[config.mk]
export PLATFORM = sky130hd
export DESIGN_NAME = fare_collector
export DESIGN_NICKNAME = d
export VERILOG_FILES = /design/src/rtl/fare_pkg.sv /design/src/rtl/fare_collector_chg_pulser.sv /design/src/rtl/fare_collector.sv
export SDC_FILE = /design/constraint.sdc
export NUM_CORES = 1
export LEC_CHECK = 0
export ABC_CLOCK_PERIOD_IN_PS = 6940
export BUFFER_PORTS_ARGS = -buffer_cell sky130_fd_sc_hd__buf_4
export CAP_MARGIN = 20
export CORE_MARGIN = 3
export CORE_UTILIZATION = 62
export CTS_CLUSTER_SIZE = 30
export DETAILED_ROUTE_END_ITERATION = 8
export PLACE_DENSITY = 0.87
export SETUP_SLACK_MARGIN = 0.2
export SYNTH_ARGS = -nofsm -noshare
export SYNTH_HDL_FRONTEND = slang
export SYNTH_SLANG_ARGS = --single-unit
[constraint.sdc]
create_clock -name clk -period 6.94 [get_ports clk]
set_input_delay 0.347 -clock clk [delete_from_list [all_inputs] [get_ports clk]]
set_output_delay 0.347 -clock clk [all_outputs]
set_load 0.1 [all_outputs]
[src/rtl/fare_pkg.sv]
// Shared types and constants for the fare collector: FSM states, coin_sel codes
// and default coin denominations.
package fare_pkg;

   typedef enum logic [2:0] {
      ST_IDLE,
      ST_COLLECT,
      ST_VEND,
      ST_WAIT_TIC,
      ST_CHANGE
   } state_t;

   localparam logic [1:0] SEL_D0 = 2'd0;
   localparam logic [1:0] SEL_D1 = 2'd1;
   localparam logic [1:0] SEL_D2 = 2'd2;
   localparam logic [1:0] SEL_D3 = 2'd3;

   localparam int DEF_D0 = 1;
   localparam int DEF_D1 = 2;
   localparam int DEF_D2 = 5;
   localparam int DEF_D3 = 10;

endpackage

[src/rtl/fare_collector_chg_pulser.sv]
// Change pay-out timer: loadable unit down-counter plus gap down-counter that emits
// one chg_pulse per unit, followed by CHG_GAP idle cycles.
module chg_pulser #(
   parameter int CW      = 8,
   parameter int CHG_GAP = 3
) (
   input  logic          clk,
   input  logic          rst,
   input  logic          load,
   input  logic [CW-1:0] load_val,
   input  logic          run,
   output logic          chg_pulse,
   output logic          cnt_zero,
   output logic          done
);

   localparam int GW = $clog2(CHG_GAP + 1);

   logic [CW-1:0] cnt_q, cnt_d;
   logic [GW-1:0] gap_q, gap_d;
   logic          pulse_q, pulse_d;

   // A pulse is only issued once the previous gap has fully expired.
   always_comb begin
      cnt_d   = cnt_q;
      gap_d   = gap_q;
      pulse_d = 1'b0;
      if (load) begin
         cnt_d = load_val;
         gap_d = '0;
      end else if (run) begin
         if (gap_q != '0) begin
            gap_d = gap_q - 1'b1;
         end else if (cnt_q != '0) begin
            pulse_d = 1'b1;
            cnt_d   = cnt_q - 1'b1;
            gap_d   = GW'(CHG_GAP);
         end
      end
   end

   always_ff @(posedge clk or posedge rst) begin
      if (rst) begin
         cnt_q   <= '0;
         gap_q   <= '0;
         pulse_q <= 1'b0;
      end else begin
         cnt_q   <= cnt_d;
         gap_q   <= gap_d;
         pulse_q <= pulse_d;
      end
   end

   assign chg_pulse = pulse_q;
   assign cnt_zero  = (cnt_q == '0);
   assign done      = run && (cnt_q == '0) && (gap_q == '0);

endmodule

[src/rtl/fare_collector.sv]
// Coin credit accumulator and vend/change sequencer for the ticket dispenser.
// Optional CANCEL_REFUND_EN adds a cancel port that refunds credit while collecting.
//
// state       | meaning
// ST_IDLE     | no credit, waiting for first coin
// ST_COLLECT  | accumulating credit below FARE
// ST_VEND     | fare reached, issue tic_rdy and load change count
// ST_WAIT_TIC | waiting for the ticket stage's tic_done
// ST_CHANGE   | paying back change (or refund) via chg_pulser
module fare_collector
   import fare_pkg::*;
#(
   parameter int CW         = 8,
   parameter int FARE       = 9,
   parameter int CREDIT_MAX = 30,
   parameter int D0         = DEF_D0,
   parameter int D1         = DEF_D1,
   parameter int D2         = DEF_D2,
   parameter int D3         = DEF_D3,
   parameter int CHG_GAP    = 3
) (
   input  logic          clk,
   input  logic          rst,
   input  logic          coin_valid,
   input  logic [1:0]    coin_sel,
   input  logic          tic_done,
`ifdef CANCEL_REFUND_EN
   input  logic          cancel,
`endif
   output logic          tic_rdy,
   output logic          coin_accept,
   output logic          coin_reject,
   output logic          chg_pulse,
   output logic [CW-1:0] credit,
   output logic          busy
);

   localparam logic [CW:0]   CMAX_W = (CW+1)'(CREDIT_MAX);
   localparam logic [CW-1:0] FARE_W = CW'(FARE);

   state_t        state_q, state_d;
   logic [CW-1:0] credit_q, credit_d;
   logic          accept_q, accept_d;
   logic          reject_q, reject_d;
   logic          rdy_q, rdy_d;
   logic          busy_q, busy_d;
   logic [CW-1:0] coin_val;
   logic [CW:0]   sum;
   logic          ld;
   logic [CW-1:0] ld_val;
   logic          cnt_zero, chg_done;
   logic          cancel_in;

`ifdef CANCEL_REFUND_EN
   assign cancel_in = cancel;
`else
   assign cancel_in = 1'b0;
`endif

   always_comb begin
      case (coin_sel)
         SEL_D0:  coin_val = CW'(D0);
         SEL_D1:  coin_val = CW'(D1);
         SEL_D2:  coin_val = CW'(D2);
         default: coin_val = CW'(D3);
      endcase
   end

   // One extra bit so the ceiling compare cannot be fooled by a wrap.
   assign sum = {1'b0, credit_q} + {1'b0, coin_val};

   always_comb begin
      state_d  = state_q;
      credit_d = credit_q;
      accept_d = 1'b0;
      reject_d = 1'b0;
      rdy_d    = 1'b0;
      ld       = 1'b0;
      ld_val   = credit_q - FARE_W;
      case (state_q)
         ST_IDLE, ST_COLLECT: begin
            if ((state_q == ST_COLLECT) && cancel_in) begin
               reject_d = coin_valid;
               ld       = 1'b1;
               ld_val   = credit_q;
               credit_d = '0;
               state_d  = ST_CHANGE;
            end else if (coin_valid) begin
               if (sum <= CMAX_W) begin
                  credit_d = sum[CW-1:0];
                  accept_d = 1'b1;
                  state_d  = (sum >= {1'b0, FARE_W}) ? ST_VEND : ST_COLLECT;
               end else begin
                  reject_d = 1'b1;
               end
            end
         end
         ST_VEND: begin
            rdy_d    = 1'b1;
            ld       = 1'b1;
            reject_d = coin_valid;
            state_d  = ST_WAIT_TIC;
         end
         ST_WAIT_TIC: begin
            reject_d = coin_valid;
            if (tic_done) begin
               credit_d = '0;
               state_d  = cnt_zero ? ST_IDLE : ST_CHANGE;
            end
         end
         ST_CHANGE: begin
            reject_d = coin_valid;
            if (chg_done) state_d = ST_IDLE;
         end
         default: state_d = ST_IDLE;
      endcase
      busy_d = !(state_d inside {ST_IDLE, ST_COLLECT});
   end

   always_ff @(posedge clk or posedge rst) begin
      if (rst) begin
         state_q  <= ST_IDLE;
         credit_q <= '0;
         accept_q <= 1'b0;
         reject_q <= 1'b0;
         rdy_q    <= 1'b0;
         busy_q   <= 1'b0;
      end else begin
         state_q  <= state_d;
         credit_q <= credit_d;
         accept_q <= accept_d;
         reject_q <= reject_d;
         rdy_q    <= rdy_d;
         busy_q   <= busy_d;
      end
   end

   chg_pulser #(
      .CW      (CW),
      .CHG_GAP (CHG_GAP)
   ) u_chg (
      .clk       (clk),
      .rst       (rst),
      .load      (ld),
      .load_val  (ld_val),
      .run       (state_q == ST_CHANGE),
      .chg_pulse (chg_pulse),
      .cnt_zero  (cnt_zero),
      .done      (chg_done)
   );

   assign tic_rdy     = rdy_q;
   assign coin_accept = accept_q;
   assign coin_reject = reject_q;
   assign credit      = credit_q;
   assign busy        = busy_q;

endmodule

# Yosys cells after proc, flatten, opt, wreduce, memory -nomap -nowiden
# Cells that the tools add are included.
[totals] ff_bits=26 out_inout_bits=13 elab_cells=77
[op_classes] n_addsub=4 magnitude_cmp=2 eq_ne=11 muxes=31 reduce_logical=20
[ops] cell="$mux 8" n=7
[ops] cell="$pmux 8 s2" n=1
[ops] cell="$mux 3" n=5
[ops] cell="$pmux 3 s4" n=1
[ops] cell="$pmux 4 s3" n=1
[ops] cell="$mux 1" n=10
[ops] cell="$mux 2" n=5
[ops] cell="$reduce_bool 2->1" n=5
[ops] cell="$add 8x8->9" n=1
[ops] cell="$ge 9x4->1 const B" n=1
[ops] cell="$le 9x5->1 const B" n=1
[ops] cell="$logic_not 8->1" n=1
[ops] cell="$ne 2x2->1 const B" n=4
[ops] cell="$reduce_bool 8->1" n=1
[ops] cell="$sub 8x1->8 const B" n=1
[ops] cell="$sub 8x4->8 const B" n=1
[ops] cell="$eq 3x1->1 const B" n=2
[ops] cell="$eq 3x2->1 const B" n=2
[ops] cell="$logic_not 3->1" n=2
[ops] cell="$logic_not 2->1" n=2
[ops] cell="$reduce_and 4->1" n=1
[ops] cell="$eq 3x3->1 const B" n=1
[ops] cell="$reduce_and 3->1" n=1
[ops] cell="$reduce_bool 3->1" n=1
[ops] cell="9 further kinds" n=10

# Longest topological paths before layout
[depth] depth_word=11 mapped_depth=11

# Hierarchy
# A second synthesis with hierarchy kept.
[hier_totals] cells_unflattened=190 hier_area_um2=1750.4
[modules_own_cells] module="fare_collector" instances=1 cells_per_inst=116 area_per_inst_um2=1092.3
[modules_own_cells] module="chg_pulser" instances=1 cells_per_inst=74 area_per_inst_um2=658.1

# Worst setup path before layout
# No wires, ideal clock.
[synth_path] path_type="register to register" startpoint="reg credit_q[1], in the netlist credit[1]" endpoint="reg credit_q[2], in the netlist credit[2]" setup_ns=0.127 t_arrival_ns=2.919 required_ns=6.813 slack_ns=3.895 path_stages_with_launch=10 path_buffers=1 path_cell_list="dfrtp_1 > ha_1 > a211o_1 > o21ai_2 > xnor2_1 > a221o_1 > a21oi_4 > o21a_1 > buf_6 > mux2_4"
[synth_between] elab_chain_cells=4 word_cells_on_any_way=7
[synth_lines] item="start: declaration" line_no="fare_collector.sv:42" text="logic [CW-1:0] credit_q, credit_d;"
[synth_lines] item="start signal: assignment" line_no="fare_collector.sv:130" text="credit_q <= credit_d;"
[synth_lines] item="$add 8x8->9 (*)" line_no="fare_collector.sv:70" text="assign sum = {1'b0, credit_q} + {1'b0, coin_val};"
[synth_lines] item="$le 9x5->1 or $mux 8 (tied branches)" line_no="fare_collector.sv:89" text="if (sum <= CMAX_W) begin"
[synth_lines] item="$ne 2x2->1 (no line) or $mux 8 (tied branches)"
[synth_lines] item="$reduce_and 4->1 (no line) or $pmux 8 s2 (tied branches)"
# Mark *: on every way between the ends. The rest lies on a longest branch, timed or not. The select of a mux whose other input is x is not followed.
# A chain may end at the register's enable or synchronous reset.

# Final worst setup path
[layout_path] startpoint="reg credit_q[0], in the netlist credit[0]" endpoint="reg credit_q[2], in the netlist credit[2]"
# Same word-level chain as after synthesis.

==> flow_summary.toml <==
[setup_path]
crit_type = "flip-flop to flip-flop"
crit_start = "credit[0]$_DFFE_PP0P_"
ff2ff_setup_slack_ns = 4.15
r2r-end = "credit[2]$_DFFE_PP0P_"
critPathMaxStageDelay_ns = 0.46
arrival_ns = 3.01
cp-start-kind = "flip-flop"
cp.required_ns = 7.15
reg2regPathDepth = 8
critPathMaxFanout = 8
end_kind = "flip-flop"
timing.rr.start = "credit[0]$_DFFE_PP0P_"
critPathSlowestCell = "dfrtp_1"
crit_chain = "ha_1 -> fa_1 -> xnor2_1 -> nor2_1 -> a221o_1 -> a21oi_4 -> o21a_1 -> mux2_4"

[yosys]
syn-mean-instance-area_sq_um = 9.04
ys_async_sr_fraction_pct = 100
synthCells = 187
synthFlopType = "dfrtp_1"
syn_nets = 202
synth_largest_area_cell = "dfrtp_1"
ys_seq_area_share_pct = 38.5
yosys_warnings = 0
netlist_area_sq_um = 1690
synth-edff-count = 0
synth_top_area_share_pct = 38.5
synth_cell_types = 46
synth_seq_cells = 26
ys_top_cells_by_area = "dfrtp_1 38%, ha_1 5.9%, xor2_1 4.7%"

[layout]
final_cell_area_sq_um = 1880
area_growth_pct = 11.1
drive_gt1_share_pct = 13.4
antenna_cells = 0
layout.nets = 217

[detailed_routing]
drtIter0Drc = 47
drt_wl_total_um = 3400
drcViolationCount = 0
wl_per_cell_um = 14.7
firstDrtPassIters = 4
vias = 1422
via_per_inst = 6.16
antenna_left = 0

[sta]
tightestPinTransition_ns = 0.936
clock_skew_ns = 0.00574
finalSetupViolations = 0
fin_crit_sh_pct = 40.2
grt_setup_unrepaired = "no"
slew_headroom_pct = 37.5
min_period_ns = 2.79
fmax_ghz = 0.358
finalHoldViolations = 0
fin_ws_ns = 4.15
fin_setup_tns_ns = 0
final-max-slew-violation-count = 0

[clock_tree]
clkSlewWorstSetupHoldPaths_ns = 0.14
clkLatencyLatePin_ns = 0.32
cts_root_buffer = "clkbuf_4"
cts_setup_buffers = 0
cts_buffers = 3
tritoncts = "done"
clock_sinks = 26
cts_resized = 0
cts_max_path_buffers = 2
hold_buffers = 0
htreeDepth = 1

[outcome]
status = "complete, no violations"

[floorplan]
fp.dieH_um = 58.2
core.rowCount = 18
core_sq_um = 2540
die_area_sq_um = 3390
io_pins = 19
die_w_um = 58.2
start_util_pct = 66.4

[hold_path]
hold_path_class = "primary input to asynchronous set/reset pin"

[grt]
grt_pass1_vias = 1370
grt_pass1_wl_um = 5910
grt_max_degree = 27
antenna_found_initial = 0
grt-ovfl-total = 0
grt_usage_pct = 22.3

[power_and_ir_drop]
ir_worst_vdd_mv = 0.491
fin_total_pwr_mw = 0.974
powerDensity_nw_per_um2 = 518
leakagePower_nw = 0.907

[placement]
dpl.hpwl_um = 2560
dp_slack_ns = 4.11
numPortBuffers = 18
gp_congestion = 0.861
placed_area_sq_um = 1830

[run]
cap_violations = 0
==> power by group <==
part	switching, mW	internal [mW]	total [mW]
sequential	0.0735	0.208	0.281
clock	0.0428	0.0584	0.101
combinational	0.393	0.198	0.591
total	0.509	0.464	0.974
==> cell type report <==
type                       instances  area (sq um)
clock buffer                       3          22.5
clock inverter                     1          30.0
fill                             189           667
inverter                          15          56.3
multi-input combinational        138           946
sequential                        26           651
tap                               30          37.5
timing repair buffer              18           135
==> cell usage in the layout, fill, tap and decap left out, types with 2 or more instances in the layout <==
cell type,n
nor3b_1,3
and2_1,3
xor2_1,9
o21a_1,3
nand4_1,4
ha_1,8
xnor2_1,7
o21ai_0,11
nor2_1,8
nand2_1,18
a31oi_1,4
clkbuf_4,3
mux2i_1,2
inv_1,14
and3_1,4
nor3_1,4
a21o_1,2
dfrtp_1,26
o211ai_1,2
o22ai_1,2
a21oi_1,8
nor4_1,2
nand3_1,7
nor2b_1,6
a211oi_1,2
buf_4,18
==> cells by family (layout without fill, tap and decap cells) <==
logic type                 count (synthesis)  count (layout)  share of synthesized area [%]
DFF                                       26              26                           38.5
AOI/OAI and AO/OA                         46              46                           18.9
adders and majority gates                  9               9                           7.11
buffers and inverters                     23              37                           5.55
xor gates and xnor gates                  16              16                           8.29
and+or+nand+nor                           64              64                           19.6
muxes                                      3               3                           2.07
==> worst max-delay path, delay by kind of cell, from the launching register on <==
| family | cells | cell delay (ns) |
|---|---|---|
| compound gates | 3 | 0.88 |
| fa+ha+maj | 2 | 0.67 |
| flops | 1 | 0.46 |
| mux | 1 | 0.33 |
| xor+xnor | 1 | 0.27 |
| simple gates | 1 | 0.08 |
==> worst max path at each step <==
stage | depth (start not counted) | slack (ns) | to
after floorplan | 9 | 3.89 | credit[2]$_DFFE_PP0P_
after global placement | 10 | 4.21 | credit[2]$_DFFE_PP0P_
after detailed placement | 10 | 4.11 | credit[2]$_DFFE_PP0P_
after CTS | 8 | 4.16 | credit[2]$_DFFE_PP0P_
after global routing | 8 | 3.98 | credit[2]$_DFFE_PP0P_
final | 8 | 4.15 | credit[2]$_DFFE_PP0P_
==> layer usage <==
metal | vias to the layer above | track usage (%) | share of wire, %
met4 | 0 | 10.9 | 2.0
met2 | 51 | 36.8 | 50
met5 | - | 0 | 0
met3 | 8 | 4.45 | 5.4
li1 | 683 | - | -
met1 | 680 | 27.8 | 42
==> synthesized netlist by cell type, types with 2 or more instances <==
| master | n |
|---|---|
| a211oi_1 | 2 |
| a21o_1 | 2 |
| a21oi_1 | 8 |
| a31oi_1 | 4 |
| and2_1 | 3 |
| and3_1 | 4 |
| clkbuf_1 | 7 |
| dfrtp_1 | 26 |
| ha_1 | 8 |
| inv_1 | 14 |
| mux2i_1 | 2 |
| nand2_1 | 18 |
| nand3_1 | 7 |
| nand4_1 | 4 |
| nor2_1 | 8 |
| nor2b_1 | 6 |
| nor3_1 | 4 |
| nor3b_1 | 3 |
| nor4_1 | 2 |
| o211ai_1 | 2 |
| o21a_1 | 3 |
| o21ai_0 | 11 |
| o22ai_1 | 2 |
| xnor2_1 | 7 |
| xor2_1 | 9 |
==> metrics by stage <==
stage          std cells  utilization (%)  hold WS [ns]
2_1_floorplan        187                -         0.387
6_report             231             73.8         0.225
4_1_cts              231             73.8         0.253
3_3_place_gp         227             71.7         0.495
3_5_place_dp         227             71.7         0.523
5_1_grt              231             73.8         0.269
==> state kept, by name, indices dropped and copies added (netlist names) <==
signal	count
state_q	3
tic_rdy	1
u_chg.gap_q	2
u_chg.cnt_q	8
credit	8
busy	1
u_chg.chg_pulse	1
coin_reject	1
coin_accept	1
No activity file was read; power rests on OpenSTA's default activity.
